## src/rtl/ctrl_sequencer.sv

```systemverilog
// Multi-cycle controller expanding packed instructions into datapath ctrl_bus ops.
// Optional retired-instruction counter enabled by CTRL_SEQ_RETIRE_CNT_EN.
module ctrl_sequencer #(
    parameter int          REP_W     = 2,
    parameter logic [7:0]  IDLE_CTRL = 8'h00
) (
    input  logic             clk,
    input  logic             rst,
    input  logic [REP_W+5:0] instr,
    input  logic             instr_valid,
    output logic             instr_ready,
    input  logic             abort,
    output logic [7:0]       ctrl_bus,
    output logic             busy,
    output logic             done,
    output logic [7:0]       retired_cnt
);

    typedef enum logic [1:0] {
        IDLE,
        ITER,
        COMMIT,
        DONE
    } state_t;

    state_t           state;
    state_t           state_nx;
    logic [REP_W+5:0] ir;
    logic [REP_W-1:0] cnt;
    logic             accept;
    logic [REP_W-1:0] ir_rep;
    logic [REP_W-1:0] in_rep;
    logic [1:0]       ir_shift;
    logic             ir_src;
    logic [2:0]       ir_op;
    logic             src_eff;

    assign ir_rep   = ir[REP_W+5:6];
    assign in_rep   = instr[REP_W+5:6];
    assign ir_shift = ir[5:4];
    assign ir_src   = ir[3];
    assign ir_op    = ir[2:0];

    assign instr_ready = (state == IDLE);
    assign accept      = instr_valid & instr_ready;

    always_ff @(posedge clk or posedge rst) begin
        if (rst) begin
            state <= IDLE;
            ir    <= '0;
            cnt   <= '0;
        end else begin
            state <= state_nx;
            if (accept) begin
                ir  <= instr;
                cnt <= in_rep;
            end else if (state == ITER) begin
                cnt <= cnt - 1'b1;
            end
        end
    end

    always_comb begin
        state_nx = state;
        unique case (state)
            IDLE: begin
                if (accept)
                    state_nx = (in_rep != '0) ? ITER : COMMIT;
            end
            ITER: begin
                if (abort)
                    state_nx = IDLE;
                else if (cnt == REP_W'(1))
                    state_nx = COMMIT;
            end
            COMMIT: state_nx = abort ? IDLE : DONE;
            DONE:   state_nx = IDLE;
            default: state_nx = IDLE;
        endcase
    end

    // Counter still equals rep only on the first operation of an instruction
    assign src_eff = (cnt == ir_rep) ? ir_src : 1'b1;

    always_comb begin
        ctrl_bus = IDLE_CTRL;
        busy     = 1'b0;
        done     = 1'b0;
        unique case (state)
            ITER: begin
                ctrl_bus = {2'b10, ir_shift, src_eff, ir_op};
                busy     = 1'b1;
            end
            COMMIT: begin
                ctrl_bus = {2'b11, ir_shift, src_eff, ir_op};
                busy     = 1'b1;
            end
            DONE: done = 1'b1;
            default: ;
        endcase
    end

`ifdef CTRL_SEQ_RETIRE_CNT_EN
    logic [7:0] retired_q;

    always_ff @(posedge clk or posedge rst) begin
        if (rst)
            retired_q <= 8'h00;
        else if (state == DONE)
            retired_q <= retired_q + 8'h01;
    end

    assign retired_cnt = retired_q;
`else
    assign retired_cnt = 8'h00;
`endif

endmodule

```

## config.mk

```make
export PLATFORM = sky130hd
export DESIGN_NAME = ctrl_sequencer
export DESIGN_NICKNAME = d
export VERILOG_FILES = /design/src/rtl/ctrl_sequencer.sv
export SDC_FILE = /design/constraint.sdc
export NUM_CORES = 1
export LEC_CHECK = 0
export ABC_AREA = 1
export CAP_MARGIN = 15
export CORE_MARGIN = 2
export CORE_UTILIZATION = 45
export CTS_CLUSTER_DIAMETER = 50
export CTS_CLUSTER_SIZE = 25
export DETAILED_ROUTE_END_ITERATION = 10
export GPL_TIMING_DRIVEN = 0
export PLACE_DENSITY = 0.89
export SYNTH_ARGS = -nofsm -noshare
export SYNTH_HDL_FRONTEND = slang
export SYNTH_SLANG_ARGS = --single-unit
```

## constraint.sdc

```tcl
create_clock -name clk -period 3 [get_ports clk]
set_clock_uncertainty 0.05 [all_clocks]
set_input_delay 0.6 -clock clk [delete_from_list [all_inputs] [get_ports clk]]
set_output_delay 0.6 -clock clk [all_outputs]
set_load 0.01 [all_outputs]
```

==> results.yml, run 1 <==
power_and_ir_drop:
  p_per_area_mw_per_mm2: 907
  p_total_uw: 977
  leakage_nw: 0.571
  ir_worst_vdd_uv: 485
setup_path:
  start_kind: "flip-flop"
  reg2reg_from: "state[0]"
  reg2reg_depth: 7
  crit_type: "reg -> out"
  endpoint_kind: "output port"
  required_ps: 2350
  timing.rr.end: "ir[1]"
  crit_fanout: 6
  timing.reg2reg.setup_slack_ps: 1600
  arrival_ps: 1960
timing:
  fin_tns_setup_ps: 0
  rsz0062_at_grt: "no"
  fin_crit_sh: 0.871
  finalHoldViolations: 0
  finalSetupViolations: 0
  fmax_ghz: 0.383
  period_needed_ps: 2610
  final_max_slew_viol_count: 0
route:
  dr.first_iter.drc_count: 13
  avgViaCountPerCell: 4.59
  drc: 0
  vias: 688
  wl_per_cell_um: 10.4
  ant_nets: 0
  routed_wl_um: 1560
  firstDrtPassIters: 4
layout:
  drive_gt1_frac: 0.149
  diodes: 0
  areaGrowthSynthToFinish_pct: 39.1
  layout.nets: 154
  fillerInstances: 126
  fin_cells: 150
placed_design:
  hpwlAfterDp_um: 1210
  io_buffers: 22
  place_congestion: 0.756
  dp_cells: 146
logic_synthesis:
  yosys_warnings: 0
  synth_edf_count: 0
  seq_area_frac_synth: 0.388
  netlist_instances: 101
  syn_area_per_cell_um2: 7.67
  synth_top_area_frac: 0.388
  synth_largest_area_cell: "dfrtp_1"
  async_flop_share: 1.00
  ys_seq_elements: 12
  synth_flop_cell: "dfrtp_1"
  synth_area_leaders: "dfrtp_1 (39%), nand2_1 (14%), ha_1 (11%)"
  synth_area_um2: 774
  yosys-top-cells-count: "nand2_1 (28), dfrtp_1 (12), inv_1 (12)"
  synth_most_common_cell: "nand2_1"
  yosysUniqueCellTypes: 18
hold_path:
  min_path_type: "reg -> reg"
  min_from: "ir[3]"
  hold_path_end: "ir[3]"
  holdPathStages: 2
cts:
  cts_resized: 0
  cts-root-buf: "clkbuf_4"
  cts_buffer_depth: 2
  post_cts_buffers: 0
  cts_tree: "done"
  cts_hold_buf: 0
  tritoncts.num_buffers: 3
  clk-insertion-delay-late_ps: 280
  cts.htree.levels: 1
  clkTransAtPathRegs_ps: 80
  cts.sinks: 12
die:
  initial_utilization: 0.497
  boundaryPins: 31
  die-area_mm2: 0.00207
  die_y_um: 45.5
  die_w_um: 45.5
  core_area_mm2: 0.00156
  rows: 14
run:
  max_cap_viol_count: 0
grt:
  grt_overflow_total: 0
  grt_pass1_vias: 590
  grt_start_max_net_pins: 13
  antenna_found_initial: 0
  grt_use_total: 0.164
  grt_pass1_wl_um: 2430
status:
  status: "completed"
[flip-flops by register name, summed over array words and instances, names as in the netlist]
signal,flops
ir,8
cnt,2
state,2
[layout by cell type, fill, tap and decap left out, drive strengths merged]
cell	n
a21oi	1
nand3	3
clkbuf	4
nor2	9
o21ai	10
or2	1
nand3b	1
conb	8
buf	10
nand2	30
inv	15
dfrtp	12
xnor2	1
ha	7
clkdlybuf4s50	22
[report_power, final]
group          internal (mW)  total [mW]  switching [mW]  leakage [nW]
combinational          0.271       0.561           0.290         0.401
clock                 0.0739       0.131          0.0570        0.0210
sequential             0.239       0.285          0.0455         0.148
[how the worst max path moves through the flow]
stage | start | end | slack [ps] | cells after the start
final | state[1] | ctrl_bus[3] | 390 | 5
after global routing | state[1] | ctrl_bus[5] | 230 | 5
after CTS | state[1] | ctrl_bus[4] | 370 | 5
after detailed placement | state[1] | ctrl_bus[3] | 680 | 5
after global placement | state[1] | ctrl_bus[3] | 700 | 5
after floorplan | state[0] | ctrl_bus[3] | 1230 | 4
[layout make-up]
class / instances / area, µm² / share of cell area
Clock buffer: 4 / 36.3 / 0.0337
Multi-Input combinational cell: 71 / 365 / 0.339
Tap cell: 16 / 20.0 / 0.0186
Sequential cell: 12 / 300 / 0.279
Timing Repair Buffer: 22 / 220 / 0.204
Inverter: 15 / 56.3 / 0.0523
Buffer: 10 / 78.8 / 0.0732
[per-layer routing]
layer | wire length [µm] | track usage
met4 | 8 | 0.0353
met1 | 703 | 0.199
met2 | 746 | 0.273
met3 | 97 | 0.0635
met5 | 0 | 0
[cells by family (layout without fill, tap and decap cells)]
family / Yosys count / count (layout) / synth area share
compound gates: 11 / 11 / 0.0759
flops: 12 / 12 / 0.388
simple gates: 44 / 44 / 0.233
fa+ha+maj: 7 / 7 / 0.113
other cells: 1 / 8 / 0.00484
buf+inv: 25 / 51 / 0.174
xor+xnor: 1 / 1 / 0.0113
[worst max-delay path: stages, from the launching register on]
cell	delay (ps)
dfrtp_1	420
inv_1	100
ha_1	280
o21ai_2	330
nor2_1	80
clkdlybuf4s50_1	480
[through the flow]
step                      setup WS, ps  hold slack (ps)   util  instance area (µm²)
after floorplan                   1230              400      -                  801
final                              388              457  0.691                 1080
after global routing               228              495  0.691                 1080
after CTS                          373              460  0.691                 1080
after global placement             700              420  0.668                 1040
after detailed placement           681              437  0.668                 1040
(Power assumes the default switching activity.)
==> inputs of run 2 (changes only) <==
--- a/config.mk
+++ b/config.mk
@@ -8,12 +8,11 @@
 export ABC_AREA = 1
 export CAP_MARGIN = 15
 export CORE_MARGIN = 2
-export CORE_UTILIZATION = 45
+export CORE_UTILIZATION = 40
 export CTS_CLUSTER_DIAMETER = 50
 export CTS_CLUSTER_SIZE = 25
 export DETAILED_ROUTE_END_ITERATION = 10
-export GPL_TIMING_DRIVEN = 0
-export PLACE_DENSITY = 0.89
+export PLACE_DENSITY = 0.81
 export SYNTH_ARGS = -nofsm -noshare
 export SYNTH_HDL_FRONTEND = slang
 export SYNTH_SLANG_ARGS = --single-unit
==> run 2 against run 1 <==
Effect of this change: final cell count down 0.67%; via count shrank 6.0%; fmax decreased by 0.61%; non-clock buffer count down 10; first-iteration DRC count down 31%; sequential share of layout area increased by 1.9 points; combinational power fell by 5.3%; worst hold slack gained 2.8 ps; largest cell class unchanged; highest routed layer unchanged.
==> results.yml, run 2 (synthesized netlist as in run 1, its figures left out) <==
power_and_ir_drop:
  p_int_uw: 557
  p_seq_frac: 0.302
  p_per_area_mw_per_mm2: 930
  leakage_nw: 0.516
  p_total_uw: 939
  ir_worst_vdd_uv: 551
  p_comb_frac: 0.565
  pwr-share-clk: 0.133
  switching_share: 0.407
  p_sw_uw: 382
setup_path:
  reg2reg_from: "state[1]"
  crit_start: "state[1]"
  required_ps: 2350
  crit_type: "reg -> out"
  endpoint_kind: "output port"
  crit_fanout: 6
  arrival_ps: 1980
  start_kind: "flip-flop"
route:
  dr.first_iter.drc_count: 9
  wl_met2_um: 846
  drc: 0
  vias: 647
  wl_per_cell_um: 10.3
  wl_met1_um: 608
  routed_wl_um: 1540
  ant_nets: 0
  met3_length_um: 70
  firstDrtPassIters: 4
  avgViaCountPerCell: 4.34
  top_layer_used: "met4"
placed_design:
  place_congestion: 0.770
  io_buffers: 22
  pre_cts_ws_ps: 670
  dpl_cell_area_um2: 973
  hpwlAfterDp_um: 1250
layout:
  areaGrowthSynthToFinish_pct: 30.4
  layout.nets: 144
  finish.utilization: 0.566
  layout_commonest_cell: "nand2_1"
  final_area_mm2: 0.00101
  diodes: 0
  drive_gt1_frac: 0.0806
  largest_reg_flops: 8
  fillerInstances: 176
  final_cell_mix: "nand2_1 (28), clkdlybuf4s50_1 (22), inv_1 (12), dfrtp_1 (12), nor2_1 (9)"
  multi_input_area_um2: 365
  seq_area_um2: 300
  largest_registers: "ir x8, cnt x2, state x2"
  top_register: "ir"
die:
  die_y_um: 48
  die_w_um: 48
  initial_utilization: 0.434
  rows: 15
  die-area_mm2: 0.00230
  core_area_mm2: 0.00178
  boundaryPins: 31
timing:
  fin_ws_ps: 372
  final_max_slew_viol_count: 0
  period_needed_ps: 2630
  fin_crit_sh: 0.876
  fmax_ghz: 0.381
  rsz0062_at_grt: "no"
  finalSetupViolations: 0
  finalHoldViolations: 0
  fin_tns_setup_ps: 0
cts:
  cts_buffer_depth: 2
  post_cts_buffers: 0
  clkTransAtPathRegs_ps: 80
  cts-root-buf: "clkbuf_4"
  cts_tree: "done"
  clk-insertion-delay-late_ps: 270
  cts_hold_buf: 0
  tritoncts.num_buffers: 3
  cts_resized: 0
  cts.htree.levels: 1
  cts.sinks: 12
grt:
  grt_start_max_net_pins: 16
  antenna_found_initial: 0
  grt_use_total: 0.171
  grt_pass1_vias: 645
  grt_overflow_total: 0
  grt_pass1_wl_um: 2700
status:
  status: "completed"
run:
  max_cap_viol_count: 0
hold_path:
  min_from: "ir[3]"
  min_path_type: "reg -> reg"
run 2: final timing paths:
kind                                     to  cells past startpoint  slack, ps
worst min register to register        ir[3]                      2        460
min in group asynchronous            cnt[0]                      2        570
worst max register to register     state[1]                      7       1570
max in group asynchronous             ir[4]                      2       2010
worst max-delay path            ctrl_bus[3]                      5        370
worst min-delay path                  ir[3]                      2        460
run 2: cell type report:
type                            instances  share of cell area
Timing Repair Buffer                   22               0.218
Multi-Input combinational cell         71               0.362
Tap cell                               25              0.0310
Inverter                               15              0.0558
Sequential cell                        12               0.297
Clock buffer                            4              0.0359
run 2: through the flow:
step                      hold WS, ps  instances
after global routing              498        149
after detailed placement          444        145
after global placement            420        145
final                             460        149
after floorplan                   400        108
after CTS                         466        149
run 2: worst max-delay path: stages (launching register included):
cell and delay (ps):
dfrtp_1 430, inv_1 120, ha_1 310, o21ai_2 160, nor2_1 140, clkdlybuf4s50_1 540
run 2: power by group through the flow:
stage	clock, mW	combinational, mW	sequential (mW)
6_report	0.125	0.531	0.283
5_1_grt	0.141	0.603	0.291
4_1_cts	0.130	0.539	0.283
3_5_place_dp	0	0.533	0.287
3_3_place_gp	0	0.518	0.281
2_1_floorplan	0	0.362	0.274
run 2: metal layers:
metal / vias up / global-route usage
met2: 13 / 0.301
met5: - / 0
met3: 2 / 0.0604
met1: 297 / 0.195
met4: 0 / 0.0432
li1: 335 / -
==> inputs of run 3 (changes only) <==
--- a/config.mk
+++ b/config.mk
@@ -16,3 +16,4 @@
 export SYNTH_ARGS = -nofsm -noshare
 export SYNTH_HDL_FRONTEND = slang
 export SYNTH_SLANG_ARGS = --single-unit
+export TNS_END_PERCENT = 50
==> constraint.sdc (replaced) <==
create_clock -name clk -period 2.5 [get_ports clk]
set_clock_uncertainty 0.05 [all_clocks]
set_input_delay 0.5 -clock clk [delete_from_list [all_inputs] [get_ports clk]]
set_output_delay 0.5 -clock clk [all_outputs]
set_load 0.01 [all_outputs]
==> run 3 against run 2 <==
Effect of this change: setup slack got worse by 280 ps; routed wire length rose by 5.5%; register-to-register slack got worse by 400 ps; worst hold slack got worse by 3.4 ps; first-iteration DRC count did not move; combinational power rose by 39%; count of clock-buffer cells in the layout fell by 1; final cell count rose by 2.0%; sequential share of layout area fell by 1.2 points; core utilization rose by 2.3 points.
==> results.yml, run 3 (synthesized netlist as in run 1, its figures left out) <==
status:
  status: "completed"
power_and_ir_drop:
  p_per_area_mw_per_mm2: 1130
  switching_share: 0.409
  p_seq_frac: 0.279
  leakage_nw: 0.527
  p_comb_frac: 0.623
  p_sw_uw: 486
  pwr-share-clk: 0.099
  ir_worst_vdd_uv: 499
  p_total_mw: 1.19
  p_int_uw: 701
route:
  wl_per_cell_um: 10.7
  avgViaCountPerCell: 4.45
  ant_nets: 0
  firstDrtPassIters: 4
  routed_wl_um: 1620
  drc: 0
  dr.first_iter.drc_count: 9
  vias: 676
die:
  die-area_mm2: 0.00230
  die_w_um: 48
  die_y_um: 48
  boundaryPins: 31
  rows: 15
  core_area_mm2: 0.00178
  initial_utilization: 0.434
timing:
  finalHoldViolations: 0
  finalSetupViolations: 0
  fmax_ghz: 0.415
  fin_tns_setup_ps: 0
  fin_crit_sh: 0.963
  period_needed_ps: 2410
  final_max_slew_viol_count: 0
layout:
  largest_registers: "ir x8, cnt x2, state x2"
  areaGrowthSynthToFinish_pct: 35.7
  top_register: "ir"
  multi_input_area_um2: 390
  fillerInstances: 169
  final_cell_mix: "nand2_1 (28), clkdlybuf4s50_1 (22), dfrtp_1 (12)"
  diodes: 0
  largest_reg_flops: 8
  layout.nets: 148
  drive_gt1_frac: 0.134
  seq_area_um2: 300
  layout_commonest_cell: "nand2_1"
cts:
  tritoncts.num_buffers: 3
  cts.sinks: 12
  cts_hold_buf: 0
  cts_buffer_depth: 2
  cts.htree.levels: 1
  cts_tree: "done"
  clk-insertion-delay-late_ps: 280
  cts-root-buf: "clkbuf_4"
  clkTransAtPathRegs_ps: 70
grt:
  grt_start_max_net_pins: 16
  grt_pass1_vias: 615
  grt_pass1_wl_um: 2580
  grt_overflow_total: 0
  grt_use_total: 0.166
  antenna_found_initial: 0
run:
  max_cap_viol_count: 0
hold_path:
  min_from: "ir[3]"
  min_path_type: "reg -> reg"
  holdPathStages: 2
  hold_path_end: "ir[3]"
setup_path:
  timing.rr.end: "state[1]"
  crit_fanout: 6
  timing.reg2reg.setup_slack_ps: 1170
  required_ps: 1950
  endpoint_kind: "output port"
  reg2reg_depth: 7
  arrival_ps: 1860
  start_kind: "flip-flop"
  reg2reg_from: "state[1]"
  crit_type: "reg -> out"
placed_design:
  place_congestion: 0.770
  io_buffers: 22
  hpwlAfterDp_um: 1220
-- run 3: changes by cell type in the layout (fill, tap and decap cells not counted), sizes merged --
cell	change
buf	+4
clkbuf	-1
-- run 3: worst max-delay path by stage --
stage / start / endpoint / slack, ps / cells past startpoint
2_1_floorplan: state[0] / ctrl_bus[3] / 830 / 4
3_3_place_gp: state[1] / ctrl_bus[3] / 300 / 5
3_5_place_dp: state[1] / ctrl_bus[1] / 280 / 5
4_1_cts: state[0] / ctrl_bus[1] / 20 / 5
5_1_grt: state[1] / ctrl_bus[3] / -10 / 5
6_report: state[1] / ctrl_bus[2] / 90 / 5
-- run 3: critical path: stages, from the launching register on --
cell and delay, ps:
dfrtp_1 380, inv_1 140, ha_2 300, o21ai_4 110, nor2_1 120, clkdlybuf4s50_1 550
-- run 3: through the flow --
stage | area (µm²) | std cells | utilization | worst slack (ps) | hold slack [ps]
5_1_grt | 1050 | 152 | 0.589 | -13.0 | 477
6_report | 1050 | 152 | 0.589 | 92.2 | 457
2_1_floorplan | 801 | 108 | - | 833 | 315
4_1_cts | 998 | 148 | 0.560 | 16.3 | 464
3_5_place_dp | 973 | 145 | 0.546 | 277 | 443
3_3_place_gp | 973 | 145 | 0.546 | 297 | 420
-- run 3: what timing repair did --
action,4_1_cts,5_1_grt
setup buffers,0,4
setup endpoints to repair,5,6
pin swaps,0,0
gates resized for setup,1,4
gates cloned,0,0
-- run 3: power by group through the flow --
stage,clock [mW],combinational (mW),sequential [mW]
2_1_floorplan,0,0.434,0.329
3_3_place_gp,0,0.621,0.337
3_5_place_dp,0,0.639,0.341
4_1_cts,0.120,0.646,0.337
5_1_grt,0.132,0.823,0.339
6_report,0.117,0.739,0.331
-- run 3: per-layer routing --
layer / share of wire / up-vias / GRT usage
met2: 0.53 / 14 / 0.299
met5: 0 / - / 0
met3: 0.056 / 4 / 0.0679
li1: - / 339 / -
met1: 0.39 / 319 / 0.175
met4: 0.021 / 0 / 0.0486
-- run 3: cell type report --
| class | instances | share of cell area |
|---|---|---|
| Sequential cell | 12 | 0.286 |
| Clock buffer | 3 | 0.0214 |
| Inverter | 15 | 0.0536 |
| Tap cell | 25 | 0.0298 |
| Timing Repair Buffer | 26 | 0.238 |
| Multi-Input combinational cell | 71 | 0.371 |
